**src/rtl/int_dispatch_seq.sv**
```systemverilog
// Interrupt-dispatch microsequencer: idle M-cycle, SP decrement, push PCH, push PCL,
// then load PC from the resolved vector. Advances only on MSTEP-qualified CLK edges.
//
// state  | meaning
// -------+----------------------------------------------------------
// S_IDLE | no dispatch; normal opcode fetch allowed
// S_M1   | idle M-cycle, IME cleared on entry
// S_M2   | SP decrement
// S_M3   | SP decrement, PCH written to [SP]; winner resolved on exit
// S_M4   | PCL written to [SP]
// S_M5   | PC loaded from vector (PCH = 0x00, PCL = {BRO, 3'b000})
module int_dispatch_seq #(
    parameter int          NUM_INT = 5,
    parameter logic [1:0]  VEC_HI  = 2'b01
) (
    input  logic               CLK,
    input  logic               nRES,
    input  logic               MSTEP,
    input  logic               BOUNDARY,
    input  logic               HALT,
    input  logic               IME,
    input  logic [NUM_INT-1:0] IE,
    input  logic [NUM_INT-1:0] IF,
    output logic               DISPATCH,
    output logic               WAKE,
    output logic               IME_CLR,
    output logic [NUM_INT-1:0] IF_CLR,
    output logic               SP_DEC,
    output logic               PCH_TO_DB,
    output logic               PCL_TO_DB,
    output logic               MEM_WR,
    output logic               LOAD_PC,
    output logic [4:0]         BRO
);

    typedef enum logic [2:0] {
        S_IDLE = 3'd0,
        S_M1   = 3'd1,
        S_M2   = 3'd2,
        S_M3   = 3'd3,
        S_M4   = 3'd4,
        S_M5   = 3'd5
    } state_t;

    state_t               state;
    state_t               state_nx;
    logic [NUM_INT-1:0]   pend;
    logic                 any;
    logic [2:0]           win_idx;
    logic [NUM_INT-1:0]   win_onehot;
    logic [4:0]           vec_q;
    logic                 wake_done;
    logic                 enter_m1;
    logic                 resolve;

    assign pend = IE & IF;
    assign any  = |pend;

    // Scan from the top so the lowest set index is the last one written and wins.
    always_comb begin
        win_idx    = '0;
        win_onehot = '0;
        for (int i = NUM_INT - 1; i >= 0; i--) begin
            if (pend[i]) begin
                win_idx       = 3'(i);
                win_onehot    = '0;
                win_onehot[i] = 1'b1;
            end
        end
    end

    always_ff @(posedge CLK or negedge nRES) begin
        if (!nRES) begin
            state <= S_IDLE;
        end else begin
            state <= state_nx;
        end
    end

    always_comb begin
        state_nx  = state;
        DISPATCH  = 1'b0;
        SP_DEC    = 1'b0;
        PCH_TO_DB = 1'b0;
        PCL_TO_DB = 1'b0;
        MEM_WR    = 1'b0;
        LOAD_PC   = 1'b0;
        BRO       = 5'b00000;
        case (state)
            S_IDLE: begin
                if (MSTEP && IME && any && (BOUNDARY || HALT)) begin
                    state_nx = S_M1;
                end
            end
            S_M1: begin
                DISPATCH = 1'b1;
                if (MSTEP) state_nx = S_M2;
            end
            S_M2: begin
                DISPATCH = 1'b1;
                SP_DEC   = 1'b1;
                if (MSTEP) state_nx = S_M3;
            end
            S_M3: begin
                DISPATCH  = 1'b1;
                SP_DEC    = 1'b1;
                PCH_TO_DB = 1'b1;
                MEM_WR    = 1'b1;
                if (MSTEP) state_nx = S_M4;
            end
            S_M4: begin
                DISPATCH  = 1'b1;
                PCL_TO_DB = 1'b1;
                MEM_WR    = 1'b1;
                if (MSTEP) state_nx = S_M5;
            end
            S_M5: begin
                DISPATCH = 1'b1;
                LOAD_PC  = 1'b1;
                BRO      = vec_q;
                // Back-to-back dispatch skips IDLE so DISPATCH never drops.
                if (MSTEP) begin
                    state_nx = (BOUNDARY && IME && any) ? S_M1 : S_IDLE;
                end
            end
            default: state_nx = S_IDLE;
        endcase
    end

    assign enter_m1 = (state_nx == S_M1) && (state != S_M1);
    assign resolve  = (state == S_M3) && MSTEP;

    // Late resolution lets the PCH push (which may hit IE) cancel or redirect the vector.
    always_ff @(posedge CLK or negedge nRES) begin
        if (!nRES) begin
            IME_CLR   <= 1'b0;
            IF_CLR    <= '0;
            vec_q     <= '0;
            WAKE      <= 1'b0;
            wake_done <= 1'b0;
        end else begin
            IME_CLR <= enter_m1;
            IF_CLR  <= '0;
            if (resolve) begin
                if (any) begin
                    vec_q  <= {VEC_HI, win_idx};
                    IF_CLR <= win_onehot;
                end else begin
                    vec_q  <= '0;
                end
            end
            WAKE <= HALT && any && !wake_done;
            if (!HALT) begin
                wake_done <= 1'b0;
            end else if (any) begin
                wake_done <= 1'b1;
            end
        end
    end

endmodule

```
**config.mk**
```make
export PLATFORM = sky130hd
export DESIGN_NAME = int_dispatch_seq
export DESIGN_NICKNAME = d
export VERILOG_FILES = /design/src/rtl/int_dispatch_seq.sv
export SDC_FILE = /design/constraint.sdc
export NUM_CORES = 1
export LEC_CHECK = 0
export ABC_AREA = 1
export CAP_MARGIN = 10
export CELL_PAD_IN_SITES_DETAIL_PLACEMENT = 0
export CELL_PAD_IN_SITES_GLOBAL_PLACEMENT = 1
export CORE_UTILIZATION = 28
export DETAILED_ROUTE_END_ITERATION = 7
export HOLD_SLACK_MARGIN = 0.15
export PLACE_DENSITY_LB_ADDON = 0.1
export SYNTH_ARGS = -nofsm -noshare
export SYNTH_HDL_FRONTEND = slang
export SYNTH_SLANG_ARGS = --single-unit
```
**constraint.sdc**
```tcl
create_clock -name CLK -period 1.51 [get_ports CLK]
set_clock_uncertainty 0.1 [all_clocks]
set_input_delay 0.2265 -clock CLK [delete_from_list [all_inputs] [get_ports CLK]]
set_output_delay 0.2265 -clock CLK [all_outputs]
set_load 0.05 [all_outputs]
```
==> impl_summary.md, run 1 <==
Global routing
The number of global-route vias before repair is 708. The first-pass GRT wire length is 3060 um. The remaining global-route overflow is 0.

The initial antenna violation count is 0. The all-layer global routing usage is 15.8%. The pin count of the biggest net entering global routing is 16.

Yosys
The post-synthesis cell count is 93. The number of nets in the synthesized netlist is 109. The per-instance average area after synthesis is 8.10 sq um.

By count the netlist is led by sky130_fd_sc_hd__inv_1 (19), sky130_fd_sc_hd__nand2_1 (19), sky130_fd_sc_hd__dfrtp_1 (15). The post-synthesis register bit count is 15. The post-synth design cell area is 753 sq um.

For this run, the leading register cell type out of synthesis is sky130_fd_sc_hd__dfrtp_1. For this run, asynchronously set or reset flops after synthesis account for 100%. Of the post-synthesis cell area, the dominant cell type holds 49.8%.

After synthesis, the netlist uses 19 different library cells. Yosys attributes the largest share of cell area to sky130_fd_sc_hd__dfrtp_1 (50%), sky130_fd_sc_hd__inv_1 (9.5%), sky130_fd_sc_hd__nand2_1 (9.5%), sky130_fd_sc_hd__nor2_1 (7.0%), sky130_fd_sc_hd__a21oi_1 (3.3%). The top cell type by total area after synthesis is sky130_fd_sc_hd__dfrtp_1. Yosys mapped a number of flops with a built-in enable equal to 0.

For this run, the register share of the synthesized area comes to 49.8%. The warning count from the yosys run is 0.

Run
Across the run, the number of max-cap violations was 0.

Worst setup path
The register-to-register setup slack is 100 ps. The kind of launch point of the worst setup path is a register. The terminus of the critical flop-to-flop path is state[2].

The depth of the worst register-to-register path is 8. The category of the critical setup timing path is register to output pin. Traced cell by cell, the critical path runs through inv_1, nor2_1, inv_2, nor2_4, inv_1, nor2_4, buf_12. The arrival time of the worst setup path is 1460 ps.

The critical path starts at state[2]. The peak per-stage delay on the critical path is 370 ps. The required time at the endpoint of the critical path is 1180 ps.

The startpoint identified for the worst register-to-register timing path is state[1]. For this design, the slowest cell found on the critical path is sky130_fd_sc_hd__dfrtp_1. STA classifies the critical path endpoint as an output pin.

The highest fanout seen on the critical path is 4.

Clock network
The number of sinks on the clock net is 15. The root buffer cell chosen for the clock tree is sky130_fd_sc_hd__clkbuf_4. The clock tree from TritonCTS is yes. Clock-pin slew was measured on the worst setup and hold paths at 100 ps. The clock passes through at most 2 buffers. For the worst-skew pair, the clock arrives at the later sink with an insertion delay of 290 ps. The number of buffers inserted during clock tree synthesis is 3. The H-tree depth is 1.

Floorplanning
34 I/O pins were placed. The total core area is 2500 sq um. The initial cell density of the core is 30.1%. The floorplan die width is 53.9 um. The total number of placement rows is 18.

The area enclosed by the die boundary is 2900 sq um. In this run the vertical extent of the chip is 53.9 um.

Cells and area
The final cell count without fillers is 173. Of the cells placed in the final design, the portion with a size suffix greater than 1 is 37.1%. The repair_antennas step left the layout with diodes totalling 0. The number of nets in the layout is 160.

Summing all flip-flop and latch instances after layout gives 375 sq um. The number of filler cells placed in the layout is 227. The area growth from synthesis to layout is 98.3%.

In the final layout, the multi-input gates occupy 352 sq um.

Timing
Setup violations remaining at the end of the flow were counted as 10. Static timing analysis puts the maximum clock frequency at 0.559 GHz. Setup repair after global routing could not meet its margin everywhere. The final critical path time including I/O delays and setup is 1790 ps. The worst path uses 118% of the clock period. The hold violation total from the final report came to 0. In the post-route analysis, the smallest setup slack over all paths is -278 ps. The total count of max-transition violations in the final report was 0.

Drt
The via total after detailed routing is 747. After detailed routing, the total wire length is 1920 um. Before antenna repair, the detailed router went through 4 iterations. The average vias per placed instance is 4.32. The detailed router finished its first iteration with 7 violations. The final routed DRC violation total is 0.

Once detail routing completed, the nets flagged for antenna violations numbered 0. Dividing the detail-routed wire length by the instance count gives 11.1 um.

Placed design
The count of buffers from port buffering is 32. The HPWL after detailed placement is 1420 um. Once placement completed, the tool counted placed cells totaling 163. The routability-driven placement congestion ratio is 0.755.

Hold path
Along the worst hold path, the cell count comes to 1. The worst min-delay path startpoint is wake_done. The classification of the worst-slack hold path is register to register. The endpoint of the worst hold path is WAKE.

Outcome
The checks that failed: negative setup slack. The run finished, with violations left.

Pwr
The analysis attributes to cell leakage a power of 0.715 nW. Across the VDD grid, the largest voltage drop is 1.21 mV. The power per cell area is 1680 nW/um^2. Total power for the finished layout comes to 2.51 mW.
how the worst max path moves through the flow:
stage          endpoint  slack (ps)  depth (start not counted)
6_report         BRO[1]        -280                          7
5_1_grt          BRO[2]        -370                          7
4_1_cts          BRO[1]        -280                          7
3_5_place_dp   state[0]          30                          7
3_3_place_gp   vec_q[2]          60                          5
2_1_floorplan    BRO[0]        -290                          6
placed cells by master, fill, tap and decap left out:
| cell | n |
|---|---|
| sky130_fd_sc_hd__buf_12 | 17 |
| sky130_fd_sc_hd__buf_4 | 11 |
| sky130_fd_sc_hd__clkinvlp_4 | 1 |
| sky130_fd_sc_hd__nor2_8 | 1 |
| sky130_fd_sc_hd__nor2_4 | 7 |
| sky130_fd_sc_hd__o21ai_0 | 4 |
| sky130_fd_sc_hd__nor2_1 | 8 |
| sky130_fd_sc_hd__dlygate4sd3_1 | 1 |
| sky130_fd_sc_hd__buf_6 | 3 |
| sky130_fd_sc_hd__a21oi_2 | 1 |
| sky130_fd_sc_hd__a21oi_1 | 4 |
| sky130_fd_sc_hd__nand2_1 | 19 |
| sky130_fd_sc_hd__nand3_1 | 2 |
| sky130_fd_sc_hd__inv_1 | 17 |
| sky130_fd_sc_hd__o22ai_2 | 1 |
| sky130_fd_sc_hd__o22ai_1 | 2 |
| sky130_fd_sc_hd__o21ai_4 | 1 |
| sky130_fd_sc_hd__nand4_1 | 1 |
| sky130_fd_sc_hd__inv_4 | 1 |
| sky130_fd_sc_hd__dfrtp_1 | 15 |
| sky130_fd_sc_hd__nand4_2 | 1 |
| sky130_fd_sc_hd__clkinv_2 | 1 |
| sky130_fd_sc_hd__nor2_2 | 1 |
| sky130_fd_sc_hd__nand2_4 | 2 |
| sky130_fd_sc_hd__conb_1 | 1 |
| sky130_fd_sc_hd__clkinv_1 | 1 |
| sky130_fd_sc_hd__clkbuf_4 | 3 |
| sky130_fd_sc_hd__inv_2 | 1 |
| sky130_fd_sc_hd__clkdlybuf4s50_1 | 15 |
routing by layer:
metal / global-route usage [%] / wire, um / share of wire, %
met3: 3.95 / 116 / 6.0
met4: 10.5 / 47 / 2.5
met2: 27.8 / 977 / 51
met5: 0 / 0 / 0
met1: 16.4 / 776 / 40
worst max-delay path: cells and delay by family (launching register included):
kind          cells  cell delay, ps
flops             1             370
simple gates      3             360
buf+inv           4             440
area by class of cell:
cell class	instances	area share, %
inverters	21	5.70
flip-flops and latches	15	25.1
clock buffers	3	1.51
repair buffers	47	41.3
multi-input cells	56	23.5
well taps	30	2.51
clock inverters	1	0.335
flip-flops by register name (all words and copies together) (netlist names):
register and cells:
IF_CLR 5, IME_CLR 1, WAKE 1, state 3, vec_q 4, wake_done 1
power by group:
group          internal [mW]  leakage, nW  switching [mW]
Sequential             0.503        0.197          0.0425
Combinational          0.769        0.501           0.948
Clock                 0.0988       0.0177           0.145
timing repair:
action | 4_1_cts | 5_1_grt
endpoints found under the setup margin | 10 | 12
hold endpoints to repair | 15 | 0
resized for setup | 9 | 2
cloned | 0 | 0
hold buffers | 1 | 0
setup buffers | 4 | 4
pin swaps | 1 | 3
per-stage QoR:
step | cell area [sq um] | util (%) | TNS [ps] | hold slack (ps) | worst slack (ps)
floorplan | 796 | - | -1520 | -169 | -290
global placement | 1380 | 55.4 | 0 | 310 | 63.2
detailed placement | 1380 | 55.4 | 0 | 326 | 29.6
CTS | 1480 | 59.3 | -1850 | 341 | -282
global route | 1490 | 59.8 | -2600 | 356 | -366
finish | 1490 | 59.8 | -1890 | 338 | -278
logic make-up (layout without fill, tap and decap cells):
group / after synthesis / after routing / synth area share, %
flops: 15 / 15 / 49.8
buf+inv: 22 / 72 / 11.5
other cells: 1 / 1 / 0.498
simple gates: 42 / 42 / 28.2
compound gates: 13 / 13 / 9.97
(Power assumes the default switching activity.)
==> run 2, diff against run 1 <==
--- a/config.mk
+++ b/config.mk
@@ -12,6 +12,7 @@
 export CORE_UTILIZATION = 28
 export DETAILED_ROUTE_END_ITERATION = 7
 export HOLD_SLACK_MARGIN = 0.15
+export MAX_ROUTING_LAYER = met4
 export PLACE_DENSITY_LB_ADDON = 0.1
 export SYNTH_ARGS = -nofsm -noshare
 export SYNTH_HDL_FRONTEND = slang
==> run 2 against run 1 <==
Compared with the run above: the flow still finishes with violations (negative setup slack); global-route usage up 0.46 points; design area unchanged; sequential share of layout area unchanged; non-clock buffer count unchanged; cell count is the same; critical path type unchanged; largest power group unchanged; setup slack better by 5.3 ps; critical endpoint unchanged.
==> impl_summary.md, run 2 (synthesis gave the netlist of run 1 again) <==
Cells and area
The antenna diode instance count is 0. The leading cell type in the layout, fill and taps excluded is sky130_fd_sc_hd__nand2_1. For this run, the share of the core covered by cells in the final layout is 59.8%. The fraction of final layout cells sized beyond drive strength 1 is 37.1%.

The largest registers in the layout are IF_CLR: 5 flops, vec_q: 4 flops, state: 3 flops. In the layout the commonest cells are sky130_fd_sc_hd__nand2_1 (19), sky130_fd_sc_hd__inv_1 (17), sky130_fd_sc_hd__buf_12 (17). The register with the most flip-flops in the layout has 5 of them. The growth of design area from synthesis to finish is 98.3%. The most flop-heavy register is IF_CLR. After routing the design area is 1490 sq um. The number of nets in the layout is 160.

Hold path
Along the worst hold path, the cell count comes to 1. For hold timing, the worst endpoint is WAKE. In this run the worst hold path is classified as register to register. The worst hold path begins at wake_done.

Pwr
The share of total power in the clock network is 9.5%. In this run, the combinational gates consume 68.7% of the power. The analysis attributes to net switching a power of 1.13 mW. The sequential group share of total power is 21.8%.

The analysis attributes to cell leakage a power of 0.715 nW. The worst-case IR drop observed on VDD is 1.21 mV. Cell internal power was estimated by the tool at 1.37 mW. The switching fraction of total power is 45.2%. The power per cell area is 1670 nW/um^2.

Global routing
The all-layer global routing usage is 16.3%. The remaining global-route overflow is 0. The first global-routing pass estimated 3060 um of wire.

The initial antenna violation count was 0. Entering global routing, the biggest net connects 16 pins. The number of global-route vias before repair is 706.

Timing
The worst path in the final design needs a cycle of 1780 ps, including I/O delays and setup. Setup repair after global routing could not meet its margin everywhere. The total negative slack is -1830 ps. The worst path setup slack after routing is -272 ps.

The share of the cycle needed by the critical path after routing is 118%. The hold violation total from the final report is 0. The maximum frequency from static timing analysis is 0.561 GHz. Setup violations remaining at the end of the flow were counted as 10.

The total count of max-transition violations in the final report is 0.

Worst setup path
The endpoint class of the critical path is an output pin. At the worst endpoint, the arrival time is 1460 ps. Counting cells, the worst reg-to-reg path comes to 8. In this run the worst path has a maximum fanout of 4. In this design, the stage delay of the slowest critical-path cell is 370 ps. Traced cell by cell, the critical path runs through inv_1, nor2_1, inv_2, nor2_4, inv_1, nor2_4, buf_12. The dominant delay contributor by cell family on the critical path is buffers and inverters. The category of the critical setup timing path is register to output pin. The buffer and inverter count on the worst path is 4. The slowest stage of the critical path belongs to the cell sky130_fd_sc_hd__dfrtp_1. The worst register-to-register path ends at state[2]. Across all register-to-register paths, the minimum setup slack is 100 ps.

STA classifies the critical path startpoint as a register. The startpoint identified for the worst register-to-register timing path is state[1]. STA puts the critical path data required time at 1180 ps.

Clock network
The clock net in this run drives a total of 15 sinks. The H-tree depth is 1. The clock latency reported for the late side of the worst-skew pair is 290 ps. The number of buffers inserted during clock tree synthesis is 3. The clock tree from TritonCTS is yes.

Clock-pin slew was measured on the worst setup and hold paths at 100 ps. The root cell of the clock tree is sky130_fd_sc_hd__clkbuf_4. In this run the deepest clock path goes through 2 buffers.

Placed design
Once detailed placement completed, the half-perimeter wirelength came to 1420 um. The routability-driven placement congestion ratio is 0.765. The count of buffers from port buffering is 32. The placed cell area is 1380 sq um.

Floorplanning
The total core area is 2500 sq um. The total number of placement rows is 18. The floorplan die width is 53.9 um. The die covers 2900 sq um. The I/O pin total is 34. The initial cell density of the core is 30.1%. The die is 53.9 um tall.

Drt
The number of DRC markers after the initial detailed-route iteration is 5. For this block, the routed nets add up to 1920 um of wire. In the final routed layout, each cell accounts on average for 11.1 um. The first TritonRoute pass finished after 4 iterations. The via total after detailed routing is 740. The final routed DRC violation total is 0. The final antenna-violating net count is 0. The average vias per placed instance is 4.28.

Outcome
The final reports fail on negative setup slack. The run finished, with violations left.

Run
Across the run, the number of max-cap violations was 0.
-- run 2: power by group through the flow --
stage | combinational [mW] | clock (mW) | sequential, mW
after floorplan | 0.783 | 0 | 0.618
after global placement | 1.54 | 0 | 0.552
after CTS | 1.69 | 0.260 | 0.545
after detailed placement | 1.55 | 0 | 0.554
after global routing | 1.81 | 0.271 | 0.553
final | 1.72 | 0.237 | 0.546
-- run 2: worst max path at each step --
| stage | startpoint | to | cells after the start |
|---|---|---|---|
| floorplan | state[2] | BRO[0] | 6 |
| global placement | MSTEP | vec_q[2] | 5 |
| detailed placement | IE[2] | state[0] | 7 |
| CTS | state[2] | BRO[1] | 7 |
| global route | state[2] | BRO[2] | 7 |
| finish | state[2] | BRO[1] | 7 |
-- run 2: metrics by stage --
| stage | setup WS, ps | total power, mW | hold slack [ps] | instances |
|---|---|---|---|---|
| global placement | 63.2 | 2.09 | 310 | 163 |
| global route | -366 | 2.64 | 356 | 173 |
| floorplan | -290 | 1.40 | -169 | 93 |
| CTS | -282 | 2.50 | 341 | 172 |
| detailed placement | 29.6 | 2.10 | 326 | 163 |
| finish | -272 | 2.50 | 338 | 173 |
-- run 2: cell type report --
cell class / instances / area [sq um]
clock buffers: 3 / 22.5
clock inverters: 1 / 5.00
fillers: 227 / 1010
inverters: 21 / 85.1
multi-input cells: 56 / 352
flip-flops and latches: 15 / 375
well taps: 30 / 37.5
repair buffers: 47 / 617
-- run 2: timing repair --
action	4_1_cts	5_1_grt
hold buffers	1	0
setup endpoints to repair	10	12
gates cloned	0	0
setup buffers	4	4
pin swaps	1	3
endpoints found under the hold margin	15	0
resized for setup	9	2
-- run 2: layer usage --
layer / vias up / global-route usage (%) / part of all wire (%)
met5: - / - / 0
met2: 22 / 27.8 / 52
li1: 382 / - / -
met1: 334 / 16.7 / 41
met4: 0 / 10.5 / 0.99
met3: 2 / 3.39 / 5.4
